`config.mk`:
```
export PLATFORM = sky130hd
export DESIGN_NAME = rf_write_arbiter_flat
export DESIGN_NICKNAME = d
export VERILOG_FILES = /design/src/rtl/rf_write_arbiter_if.sv /design/src/rtl/rf_write_arbiter.sv /design/src/flat_wrapper.sv
export SDC_FILE = /design/constraint.sdc
export NUM_CORES = 1
export LEC_CHECK = 0
export CAP_MARGIN = 40
export CORE_ASPECT_RATIO = 1.75
export CORE_MARGIN = 4
export CORE_UTILIZATION = 25
export DETAILED_ROUTE_END_ITERATION = 7
export MAX_ROUTING_LAYER = met4
export PLACE_DENSITY = 0.49
export SETUP_SLACK_MARGIN = 0.2
export SYNTH_ARGS = -nofsm -noshare
export SYNTH_HDL_FRONTEND = slang
export SYNTH_SLANG_ARGS = --single-unit
```
`constraint.sdc`:
```
create_clock -name clk -period 7.8 [get_ports clk]
set_input_delay 1.95 -clock clk [delete_from_list [all_inputs] [get_ports clk]]
set_output_delay 1.95 -clock clk [all_outputs]
set_load 0.03 [all_outputs]
```
`src/rtl/rf_write_arbiter_if.sv`:
```
// Bundle of issue, ALU writeback, long-unit result, register-file write port and scoreboard
// signals for rf_write_arbiter.
interface rf_write_arbiter_if;
    localparam int unsigned REG_W  = 5;
    localparam int unsigned DATA_W = 32;
    localparam int unsigned NREG   = 32;

    logic              iss_valid;
    logic              iss_long;
    logic [REG_W-1:0]  iss_rd;
    logic [REG_W-1:0]  iss_rs1;
    logic [REG_W-1:0]  iss_rs2;
    logic              stall;

    logic              alu_wr;
    logic [REG_W-1:0]  alu_rd;
    logic [DATA_W-1:0] alu_wdata;

    logic              lu_valid;
    logic              lu_ready;
    logic [REG_W-1:0]  lu_rd;
    logic [DATA_W-1:0] lu_wdata;

    logic              rf_wr;
    logic [REG_W-1:0]  rf_rd;
    logic [DATA_W-1:0] rf_wdata;

    logic [NREG-1:0]   busy_vec;

    // Environment side: issue stage, ALU and long unit
    modport master (
        output iss_valid, iss_long, iss_rd, iss_rs1, iss_rs2,
        output alu_wr, alu_rd, alu_wdata,
        output lu_valid, lu_rd, lu_wdata,
        input  stall, lu_ready, rf_wr, rf_rd, rf_wdata, busy_vec
    );

    // Arbiter side
    modport slave (
        input  iss_valid, iss_long, iss_rd, iss_rs1, iss_rs2,
        input  alu_wr, alu_rd, alu_wdata,
        input  lu_valid, lu_rd, lu_wdata,
        output stall, lu_ready, rf_wr, rf_rd, rf_wdata, busy_vec
    );
endinterface

```
`src/rtl/rf_write_arbiter.sv`:
```
// Shares one register-file write port between the ALU (priority) and a 2-deep long-unit result
// FIFO, tracks outstanding long results in a scoreboard, and stalls issue on hazards or starvation.
module rf_write_arbiter #(
    parameter int unsigned AGE_MAX = 3
) (
    input  logic              clk,
    input  logic              rst,
    rf_write_arbiter_if.slave bus
);
    localparam int unsigned REG_W  = 5;
    localparam int unsigned DATA_W = 32;
    localparam int unsigned NREG   = 32;
    localparam int unsigned DEPTH  = 2;
    localparam int unsigned AGE_CW = $clog2(AGE_MAX + 1);
    localparam int unsigned AGE_W  = (AGE_CW < 2) ? 2 : AGE_CW;
    localparam logic [AGE_W-1:0] AGE_SAT = AGE_W'(AGE_MAX);

    logic [REG_W-1:0]  ent_rd   [DEPTH];
    logic [DATA_W-1:0] ent_data [DEPTH];
    logic              rd_ptr;
    logic              wr_ptr;
    logic [1:0]        count;
    logic [AGE_W-1:0]  age;
    logic [NREG-1:0]   busy;

    logic              fifo_empty;
    logic              fifo_full;
    logic              push;
    logic              pop;
    logic [REG_W-1:0]  head_rd;
    logic [DATA_W-1:0] head_data;
    logic              hazard;
    logic              stall_int;
    logic              busy_set;
    logic [NREG-1:0]   busy_nxt;
    logic [AGE_W-1:0]  age_nxt;
    logic [1:0]        count_nxt;

    assign fifo_empty = (count == 2'd0);
    assign fifo_full  = (count == 2'(DEPTH));
    assign push       = bus.lu_valid & ~fifo_full;
    assign pop        = ~bus.alu_wr & ~fifo_empty;
    assign head_rd    = ent_rd[rd_ptr];
    assign head_data  = ent_data[rd_ptr];

    assign bus.lu_ready = ~fifo_full;
    assign bus.busy_vec = busy;

    // Write port: ALU wins, otherwise drain the FIFO head
    always_comb begin
        bus.rf_wr    = 1'b0;
        bus.rf_rd    = '0;
        bus.rf_wdata = '0;
        if (bus.alu_wr) begin
            bus.rf_wr    = 1'b1;
            bus.rf_rd    = bus.alu_rd;
            bus.rf_wdata = bus.alu_wdata;
        end else if (!fifo_empty) begin
            bus.rf_wr    = 1'b1;
            bus.rf_rd    = head_rd;
            bus.rf_wdata = head_data;
        end
    end

    // RAW/WAW hazard on the scoreboard, or a starved FIFO head forcing an issue bubble
    assign hazard    = busy[bus.iss_rs1] | busy[bus.iss_rs2] | busy[bus.iss_rd];
    assign stall_int = (bus.iss_valid & hazard) | (age == AGE_SAT);
    assign bus.stall = stall_int;
    assign busy_set  = bus.iss_valid & bus.iss_long & ~stall_int & (bus.iss_rd != '0);

    always_comb begin
        busy_nxt = busy;
        if (pop)      busy_nxt[head_rd]    = 1'b0;
        if (busy_set) busy_nxt[bus.iss_rd] = 1'b1;
        busy_nxt[0] = 1'b0;
    end

    always_comb begin
        age_nxt = age;
        if (fifo_empty || pop)                age_nxt = '0;
        else if (bus.alu_wr && age != AGE_SAT) age_nxt = age + AGE_W'(1);
    end

    always_comb begin
        count_nxt = count;
        case ({push, pop})
            2'b10:   count_nxt = count + 2'd1;
            2'b01:   count_nxt = count - 2'd1;
            default: count_nxt = count;
        endcase
    end

    always_ff @(posedge clk or posedge rst) begin
        if (rst) begin
            rd_ptr <= 1'b0;
            wr_ptr <= 1'b0;
            count  <= 2'd0;
            age    <= '0;
            busy   <= '0;
        end else begin
            if (push) wr_ptr <= ~wr_ptr;
            if (pop)  rd_ptr <= ~rd_ptr;
            count <= count_nxt;
            age   <= age_nxt;
            busy  <= busy_nxt;
        end
    end

    // FIFO storage; reset clears it so no stale entry survives
    always_ff @(posedge clk or posedge rst) begin
        if (rst) begin
            for (int i = 0; i < int'(DEPTH); i++) begin
                ent_rd[i]   <= '0;
                ent_data[i] <= '0;
            end
        end else if (push) begin
            ent_rd[wr_ptr]   <= bus.lu_rd;
            ent_data[wr_ptr] <= bus.lu_wdata;
        end
    end
endmodule

```
`src/flat_wrapper.sv`:
```
// flat-port wrapper written by rule: the top's interface ports become plain ports
module rf_write_arbiter_flat 
#(
    parameter int unsigned AGE_MAX = 3
)
  (clk, rst, bus_iss_valid, bus_iss_long, bus_iss_rd, bus_iss_rs1, bus_iss_rs2, bus_alu_wr, bus_alu_rd, bus_alu_wdata, bus_lu_valid, bus_lu_rd, bus_lu_wdata, bus_stall, bus_lu_ready, bus_rf_wr, bus_rf_rd, bus_rf_wdata, bus_busy_vec);
  rf_write_arbiter_if bus_i ();
  input  logic clk;
  input  logic rst;
  input wire logic [$bits(bus_i.iss_valid)-1:0] bus_iss_valid;
  input wire logic [$bits(bus_i.iss_long)-1:0] bus_iss_long;
  input wire logic [$bits(bus_i.iss_rd)-1:0] bus_iss_rd;
  input wire logic [$bits(bus_i.iss_rs1)-1:0] bus_iss_rs1;
  input wire logic [$bits(bus_i.iss_rs2)-1:0] bus_iss_rs2;
  input wire logic [$bits(bus_i.alu_wr)-1:0] bus_alu_wr;
  input wire logic [$bits(bus_i.alu_rd)-1:0] bus_alu_rd;
  input wire logic [$bits(bus_i.alu_wdata)-1:0] bus_alu_wdata;
  input wire logic [$bits(bus_i.lu_valid)-1:0] bus_lu_valid;
  input wire logic [$bits(bus_i.lu_rd)-1:0] bus_lu_rd;
  input wire logic [$bits(bus_i.lu_wdata)-1:0] bus_lu_wdata;
  output wire logic [$bits(bus_i.stall)-1:0] bus_stall;
  output wire logic [$bits(bus_i.lu_ready)-1:0] bus_lu_ready;
  output wire logic [$bits(bus_i.rf_wr)-1:0] bus_rf_wr;
  output wire logic [$bits(bus_i.rf_rd)-1:0] bus_rf_rd;
  output wire logic [$bits(bus_i.rf_wdata)-1:0] bus_rf_wdata;
  output wire logic [$bits(bus_i.busy_vec)-1:0] bus_busy_vec;
  assign bus_i.iss_valid = bus_iss_valid;
  assign bus_i.iss_long = bus_iss_long;
  assign bus_i.iss_rd = bus_iss_rd;
  assign bus_i.iss_rs1 = bus_iss_rs1;
  assign bus_i.iss_rs2 = bus_iss_rs2;
  assign bus_i.alu_wr = bus_alu_wr;
  assign bus_i.alu_rd = bus_alu_rd;
  assign bus_i.alu_wdata = bus_alu_wdata;
  assign bus_i.lu_valid = bus_lu_valid;
  assign bus_i.lu_rd = bus_lu_rd;
  assign bus_i.lu_wdata = bus_lu_wdata;
  assign bus_stall = bus_i.stall;
  assign bus_lu_ready = bus_i.lu_ready;
  assign bus_rf_wr = bus_i.rf_wr;
  assign bus_rf_rd = bus_i.rf_rd;
  assign bus_rf_wdata = bus_i.rf_wdata;
  assign bus_busy_vec = bus_i.busy_vec;
  rf_write_arbiter #(.AGE_MAX(AGE_MAX)) u_core (.clk(clk), .rst(rst), .bus(bus_i));
endmodule
```
## Yosys cells after proc, flatten, opt, wreduce, memory -nomap -nowiden

Index checks and enable logic that the tools add are counted.
Widths: inputs -> output; s select.

- Output and inout port bits: 72
- Register bits after elaboration: 111
- Word-level logic and storage cells: 88
- Bits of input ports: 95

- Bitwise logic cells: 20
- $lt $le $gt $ge: 9
- Equal/unequal tests: 5
- Reductions and logical operators: 9
- Mux-type cells: 33
- $add $sub $neg: 3

Operator list:

| operator | number |
|---|---|
| $mux 32 | 8 |
| $bwmux 64 | 1 |
| $and 32x32->32 | 1 |
| $demux 32 s1 | 1 |
| $not 32->32 | 1 |
| $or 32x32->32 | 1 |
| $mux 5 | 6 |
| $lt 5x6->1 const B | 4 |
| $bmux 1 s5 | 3 |
| $bwmux 10 | 1 |
| $demux 1 s5 | 2 |
| $ge 5x1->1 const B | 2 |
| $mux 1 | 7 |
| $and 1x1->1 | 6 |
| $eq 2x2->1 const B | 3 |
| $not 1->1 | 6 |
| $demux 5 s1 | 1 |
| $reduce_bool 5->1 | 1 |
| $add 2x1->2 const B | 2 |
| $ge 2x2->1 const B | 2 |
| $logic_and 1x1->1 | 4 |
| $mux 2 | 2 |
| $not 1->2 | 2 |
| $pmux 2 s2 | 1 |
| other kinds (8) | 11 |

## Longest topological paths before layout

Gate-level depths: netlist of run 1.

- Word-level depth: 13
- Gate-level depth with buffers: 9
- Depth with buffers taken out: 7

## Worst setup path after synthesis of run 1

Ideal clock, no wire load.

- Path kind: input port to output port
- Start point: input port bus_iss_rs1[2]
- End point: output port bus_stall
- Path buffers: 2
- Setup slack: 2.190 ns
- Data required time: 5.850 ns
- Arrival: 3.660 ns
- Cell stages on the path: 8
- Path through: buf_2 -> buf_2 -> mux2i_1 -> a22oi_1 -> and3_2 -> a311oi_1 -> nand4_2 -> a21o_2

- Word-level cells in the longest chain between the ends: 6

Ends and longest elaborated chain:

| element | line | source |
|---|---|---|
| start: declaration | flat_wrapper.sv:13 | `input wire logic [$bits(bus_i.iss_rs1)-1:0] bus_iss_rs1;` |
| $bmux 1 s5 | rf_write_arbiter.sv:66 | `assign hazard = busy[bus.iss_rs1] \| busy[bus.iss_rs2] \| busy[bus.iss_rd];` |
| $mux 1 (implied by the code) | rf_write_arbiter.sv:66 |  |
| $or 1x1->1 (2 in series) | rf_write_arbiter.sv:66 |  |
| $and 1x1->1 | rf_write_arbiter.sv:67 | `assign stall_int = (bus.iss_valid & hazard) \| (age == AGE_SAT);` |
| $or 1x1->1 | rf_write_arbiter.sv:67 |  |
| end: declaration | flat_wrapper.sv:21 | `output wire logic [$bits(bus_i.stall)-1:0] bus_stall;` |

No other way between the ends. The select of a mux whose other input is x is not followed.

## Worst setup path in the final report of run 1

- Start point: input port bus_iss_rd[1]
- End point: output port bus_stall

- Word-level cells in the longest chain between the ends: 5

Ends and longest elaborated chain:

| element | line | source |
|---|---|---|
| start: declaration | flat_wrapper.sv:12 | `input wire logic [$bits(bus_i.iss_rd)-1:0] bus_iss_rd;` |
| $bmux 1 s5 | rf_write_arbiter.sv:66 |  |
| $mux 1 (implied by the code) | rf_write_arbiter.sv:66 |  |
| $or 1x1->1 | rf_write_arbiter.sv:66 |  |
| $and 1x1->1 | rf_write_arbiter.sv:67 |  |
| $or 1x1->1 | rf_write_arbiter.sv:67 |  |

No other way between the ends. The select of a mux whose other input is x is not followed.

==> flow_metrics.env, run 1 <==
export IMPL_switchingPower_mw=1.37
export IMPL_ys_types=53
export IMPL_multiInputGateArea_sq_mm=0.00331
export IMPL_drive_gt1_share_pct=20.6
export IMPL_tightest_slew_ns=0.802
export IMPL_grt_pass1_vias=5603
export IMPL_cap_viol_max_count=0
export IMPL_criticalPathCategory="in -> out"
export IMPL_gp_congestion=0.895
export IMPL_dp_hpwl_mm=16.1
export IMPL_hold_path_class="reg -> reg"
export IMPL_synth_edf_count=0
export IMPL_insertion_delay_ns=0.36
export IMPL_clock_sinks=111
export IMPL_synth_main_ff_cell="dfrtp_1"
export IMPL_switching_share_pct=42.3
export IMPL_critPathMaxFanout=14
export IMPL_synth_seq_cells=111
export IMPL_max_freq_mhz=153
export IMPL_antennaDiodeCount=0
export IMPL_grt_max_degree=47
export IMPL_antenna_found_initial=0
export IMPL_max_clock_path_buffers=2
export IMPL_synth_area_sq_mm=0.00632
export IMPL_power_frac_comb_pct=50.7
export IMPL_syn2layout_area_growth_pct=35.6
export IMPL_viasPerCell=4.93
export IMPL_syn_inst=586
export IMPL_leakage_nw=3.47
export IMPL_internal_power_mw=1.87
export IMPL_ctsHoldBuffers=0
export IMPL_die_w_microns=128
export IMPL_syn_area_per_cell_sq_um=10.8
export IMPL_worstPathRequired_ns=5.85
export IMPL_n_fill_cell=2547
export IMPL_rsz0062_at_grt="no"
export IMPL_yosysWarnings=0
export IMPL_vdd_drop_max_uv=173
export IMPL_final_setup_skew_ns=0.0102
export IMPL_portBuffers=165
export IMPL_drt_pass1_iterations=4
export IMPL_htreeDepth=3
export IMPL_cts_setup_buffers=0
export IMPL_slew_violations=0
export IMPL_ys_seq_area_share_pct=44.0
export IMPL_cp_start_kind="primary input"
export IMPL_period_needed_ns=6.55
export IMPL_tns_ns=0
export IMPL_register_area_sq_mm=0.00278
export IMPL_fin_crit_sh_pct=84.0
export IMPL_core_region_area_sq_mm=0.0247
export IMPL_end_kind="primary output"
export IMPL_grt_usage_pct=15.6
export IMPL_synth_nets=683
export IMPL_grt_ovfl_total=0
export IMPL_power_total_mw=3.24
export IMPL_cts_root_buf="clkbuf_16"
export IMPL_clk_pin_slew_ns=0.07
export IMPL_p_seq_share_pct=34.6
export IMPL_grt_pass1_wl_mm=32.3
export IMPL_initial_core_util_pct=25.5
export IMPL_hold_viol=0
export IMPL_outcome="completed"
export IMPL_num_vias=5191
export IMPL_pwr_density_cell_mw_per_mm2=378
export IMPL_clkPwrFrac_pct=14.7
export IMPL_tritoncts="built"
export IMPL_die_y_microns=218
export IMPL_routedWlPerCell_microns=20.0
export IMPL_placementRows=76
export IMPL_die_area_sq_mm=0.0280
export IMPL_final_nets=834
export IMPL_post_route_drc_count=0
export IMPL_cp_arrival_ns=4.60
export IMPL_setup_viol=0
export IMPL_wl_mm=21.1
export IMPL_ant_nets=0
export IMPL_slew_headroom_pct=46.5
export IMPL_async_reset_ff_share_pct=100
export IMPL_ctsResizeCount=0
export IMPL_whs_ns=0.507
export IMPL_drt_iter0_drc=251
export IMPL_numCtsBuffers=9
export IMPL_io_pins=167
placed cells by master (no fill, tap or decap), types with 2 or more instances in the layout:
cell	instances
clkdlybuf4s50_1	163
dfrtp_1	110
nand2_1	95
mux2_2	77
o21ai_0	72
mux2i_1	54
o21ai_2	30
nor2_1	17
inv_1	10
clkbuf_16	9
mux4_2	8
buf_4	8
nor2b_1	6
a21oi_1	5
mux4_1	5
nand2b_1	4
a22oi_1	4
xnor2_1	4
nand3_1	3
a311oi_1	3
o32ai_1	3
nor3b_1	3
nor3_1	3
o2111ai_1	2
o22ai_1	2
or3_1	2
xor2_1	2
ha_1	2
clkinvlp_4	2
buf_2	2
Yosys cell counts, drive strengths merged (2+ instances only):
cell type | n | share of area (%)
clkbuf | 15 | 1.0
o32ai | 3 | 0.42
a21o | 2 | 0.26
buf | 19 | 2.0
nand2 | 95 | 5.6
xnor2 | 4 | 0.55
nor3b | 3 | 0.36
mux2 | 77 | 14
nor3 | 3 | 0.24
xor2 | 2 | 0.28
mux2i | 54 | 8.6
ha | 2 | 0.40
a311oi | 4 | 0.65
mux4 | 13 | 4.9
dfrtp | 111 | 44
nor2 | 18 | 1.1
nor2b | 6 | 0.59
o2111ai | 2 | 0.28
o21ai | 102 | 9.9
nand2b | 4 | 0.40
a22oi | 4 | 0.48
o22ai | 2 | 0.20
inv | 11 | 0.65
nand3 | 4 | 0.32
a21oi | 5 | 0.40
or3 | 2 | 0.20
layer usage:
| layer | global-route usage (%) | routed length [microns] | share of wire (%) | vias up |
|---|---|---|---|---|
| met5 | - | 0 | 0 | - |
| met4 | 7.40 | 830 | 3.9 | 0 |
| met3 | 2.27 | 1110 | 5.2 | 42 |
| met2 | 28.6 | 11500 | 55 | 194 |
| met1 | 16.1 | 7600 | 36 | 2536 |
| li1 | - | - | - | 2419 |
worst max-delay path, cell delays in order:
cell and delay [ns]:
clkdlybuf4s50_1 0.89, mux2_2 0.40, o311ai_0 0.30, a311oi_1 0.10, a311oi_1 0.33, nand4_2 0.22, a21o_2 0.25, buf_4 0.16
path summary, 6_finish.rpt:
| check | cells past startpoint | slack [ns] | to | from |
|---|---|---|---|---|
| min in group asynchronous | 2 | 2.00 | u_core.age[0]$_DFFE_PP0P_ | rst |
| worst min-delay path | 1 | 0.51 | u_core.ent_data[26]$_DFFE_PP0P_ | u_core.ent_data[26]$_DFFE_PP0P_ |
| worst max-delay path | 8 | 1.25 | bus_stall | bus_iss_rd[1] |
| max in group asynchronous | 4 | 4.72 | u_core.ent_rd[4]$_DFFE_PP0P_ | rst |
| worst min register to register | 1 | 0.51 | u_core.ent_data[26]$_DFFE_PP0P_ | u_core.ent_data[26]$_DFFE_PP0P_ |
| worst max register to register | 6 | 5.34 | u_core.bus.busy_vec[31]$_DFF_PP0_ | u_core.bus.busy_vec[5]$_DFF_PP0_ |
sequential cells by signal (all words and copies together) (netlist names):
name and count:
u_core.count 2, u_core.ent_data 64, u_core.wr_ptr 1, u_core.rd_ptr 1, u_core.age 2, u_core.ent_rd 10, u_core.bus.busy_vec 31
layout make-up:
class / instances / share of cell area [%]
Tap cell: 312 / 4.56
Sequential cell: 111 / 32.4
Timing Repair Buffer: 175 / 20.4
Multi-Input combinational cell: 429 / 38.6
Clock inverter: 6 / 0.818
Clock buffer: 10 / 2.67
Inverter: 11 / 0.511
cell families after synthesis:
kind of cell               after synthesis  synth area share, %
muxes                                  144                 27.2
and+or+nand+nor                        141                 9.59
AOI/OAI and AO/OA                      135                 14.0
DFF                                    111                 44.0
buffers and inverters                   46                 3.88
xor gates and xnor gates                 6                0.832
adders and majority gates                2                0.396
other                                    1               0.0594
through the flow:
step	utilization [%]	instance area, sq um	setup WS, ns	instances
floorplan	-	6320	2.19	586
global placement	33.2	8220	1.22	1035
finish	34.7	8570	1.25	1054
detailed placement	33.4	8270	1.23	1038
global route	34.7	8570	1.09	1054
CTS	34.7	8570	1.22	1054
power groups by stage:
| stage | Combinational [mW] | Sequential [mW] | Clock [mW] |
|---|---|---|---|
| after floorplan | 1.01 | 1.14 | 0 |
| after global placement | 1.62 | 1.16 | 0 |
| after detailed placement | 1.67 | 1.13 | 0 |
| after CTS | 1.68 | 1.12 | 0.500 |
| after global routing | 1.77 | 1.16 | 0.516 |
| final | 1.64 | 1.12 | 0.476 |
(Power assumes the default switching activity.)
==> run 2, diff against run 1 <==
--- a/config.mk
+++ b/config.mk
@@ -11,7 +11,7 @@
 export CORE_UTILIZATION = 25
 export DETAILED_ROUTE_END_ITERATION = 7
 export MAX_ROUTING_LAYER = met4
-export PLACE_DENSITY = 0.49
+export PLACE_DENSITY = 0.5
 export SETUP_SLACK_MARGIN = 0.2
 export SYNTH_ARGS = -nofsm -noshare
 export SYNTH_HDL_FRONTEND = slang
==> constraint.sdc (replaced) <==
create_clock -name clk -period 5.4 [get_ports clk]
set_input_delay 1.35 -clock clk [delete_from_list [all_inputs] [get_ports clk]]
set_output_delay 1.35 -clock clk [all_outputs]
set_load 0.03 [all_outputs]
==> flow_metrics.env, run 2 (synthesis results as in run 1) <==
export IMPL_slew_headroom_pct=46.0
export IMPL_cp_arrival_ns=3.76
export IMPL_viasPerCell=4.88
export IMPL_cap_viol_max_count=0
export IMPL_fin_util_pct=34.8
export IMPL_htreeDepth=3
export IMPL_post_route_drc_count=0
export IMPL_cp_start_kind="primary input"
export IMPL_pre_cts_slack_ns=0.264
export IMPL_portBuffers=165
export IMPL_setup_viol=0
export IMPL_wl_mm=20.9
export IMPL_path_delay_family="buffers and inverters"
export IMPL_tritoncts="built"
export IMPL_crit_path_max_incr_delay_ns=0.56
export IMPL_antenna_found_initial=1
export IMPL_pwr_density_cell_mw_per_mm2=541
export IMPL_mostFrequentLayoutCell="clkdlybuf4s50_1"
export IMPL_cp_slowest_cell="clkdlybuf4s50_1"
export IMPL_die_area_sq_mm=0.0280
export IMPL_final_cells=1061
export IMPL_grt_pass1_vias=5636
export IMPL_syn2layout_area_growth_pct=36.3
export IMPL_num_vias=5182
export IMPL_tightest_slew_ns=0.807
export IMPL_dp_cells=1044
export IMPL_slew_violations=0
export IMPL_register_area_sq_mm=0.00278
export IMPL_crit_buf_inv=3
export IMPL_tns_ns=0
export IMPL_routedWlPerCell_microns=19.7
export IMPL_criticalPathCategory="in -> out"
export IMPL_fin_crit_sh_pct=94.7
export IMPL_insertion_delay_ns=0.35
export IMPL_end_kind="primary output"
export IMPL_max_clock_path_buffers=2
export IMPL_multiInputGateArea_sq_mm=0.00331
export IMPL_n_fill_cell=2556
export IMPL_timing_final_ws_setup_ns=0.286
export IMPL_initial_core_util_pct=25.5
export IMPL_path_cells="clkdlybuf4s50_1 -> buf_6 -> mux4_2 -> o2111ai_1 -> o41ai_1 -> a311oi_2 -> nand4_2 -> a21o_2 -> buf_4"
export IMPL_clock_sinks=111
export IMPL_drt_pass1_iterations=4
export IMPL_rsz0062_at_grt="no"
export IMPL_die_y_microns=218
export IMPL_worstPathRequired_ns=4.05
export IMPL_max_freq_mhz=196
export IMPL_final_setup_skew_ns=0.00954
export IMPL_cts_setup_buffers=0
export IMPL_core_region_area_sq_mm=0.0247
export IMPL_grt_usage_pct=15.6
export IMPL_largest_register_ffs=64
export IMPL_vdd_drop_max_uv=205
export IMPL_leakage_nw=3.51
export IMPL_ant_nets=0
export IMPL_hold_viol=0
export IMPL_cts_root_buf="clkbuf_16"
export IMPL_period_needed_ns=5.11
export IMPL_placementRows=76
export IMPL_outcome="completed"
export IMPL_die_w_microns=128
export IMPL_grt_pass1_wl_mm=32.8
export IMPL_grt_max_degree=63
export IMPL_dp_hpwl_mm=15.9
export IMPL_final_cell_mix="162 x clkdlybuf4s50_1, 110 x dfrtp_1, 95 x nand2_1, 77 x mux2_2, 72 x o21ai_0"
export IMPL_numCtsBuffers=9
export IMPL_critPathMaxFanout=6
export IMPL_ctsHoldBuffers=0
export IMPL_final_nets=840
export IMPL_drt_iter0_drc=252
export IMPL_hold_path_class="reg -> reg"
export IMPL_io_pins=167
export IMPL_drive_gt1_share_pct=21.5
export IMPL_grt_ovfl_total=0
export IMPL_top_register="u_core.ent_data"
export IMPL_gp_congestion=0.927
export IMPL_clk_pin_slew_ns=0.07
==> run 2: metal layers <==
layer / up-vias / track usage (%) / wire (microns)
li1: 2423 / - / -
met2: 192 / 28.0 / 11300
met4: 0 / 5.45 / 643
met1: 2526 / 17.0 / 7800
met5: - / - / 0
met3: 41 / 2.79 / 1240
==> run 2: worst paths after layout <==
kind	start	end	slack, ns	cells after the start
max	bus_iss_rs2[1]	bus_stall	0.29	9
min	u_core.ent_data[30]$_DFFE_PP0P_	u_core.ent_data[30]$_DFFE_PP0P_	0.51	1
max reg2reg	u_core.bus.busy_vec[5]$_DFF_PP0_	u_core.bus.busy_vec[31]$_DFF_PP0_	2.90	6
min reg2reg	u_core.ent_data[30]$_DFFE_PP0P_	u_core.ent_data[30]$_DFFE_PP0P_	0.51	1
max in group asynchronous	rst	u_core.ent_data[55]$_DFFE_PP0P_	3.27	4
min in group asynchronous	rst	u_core.bus.busy_vec[22]$_DFF_PP0_	1.23	2
==> run 2: cell type report <==
class	instances	area share (%)
multi-input combinational	429	38.4
tap	312	4.53
antenna	1	0.0291
timing repair buffer	181	20.8
sequential	111	32.3
clock inverter	7	0.828
clock buffer	9	2.62
inverter	11	0.509
==> run 2: repair_timing <==
item,4_1_cts,5_1_grt
gates resized for setup,0,3
endpoints found under the hold margin,0,0
setup endpoints to repair,0,1
==> run 2: power by group <==
part	internal [mW]	total (mW)	switching [mW]
clock network	0.362	0.685	0.322
registers	1.23	1.61	0.383
logic	1.09	2.36	1.27
total	2.69	4.66	1.97
==> run 2: per-stage QoR <==
| stage | area (sq um) | hold WS, ns | power [mW] |
|---|---|---|---|
| 2_1_floorplan | 6320 | 0.469 | 3.10 |
| 3_3_place_gp | 8270 | 0.487 | 4.01 |
| 3_5_place_dp | 8300 | 0.493 | 4.04 |
| 4_1_cts | 8600 | 0.510 | 4.74 |
| 5_1_grt | 8610 | 0.516 | 4.97 |
| 6_report | 8610 | 0.507 | 4.66 |
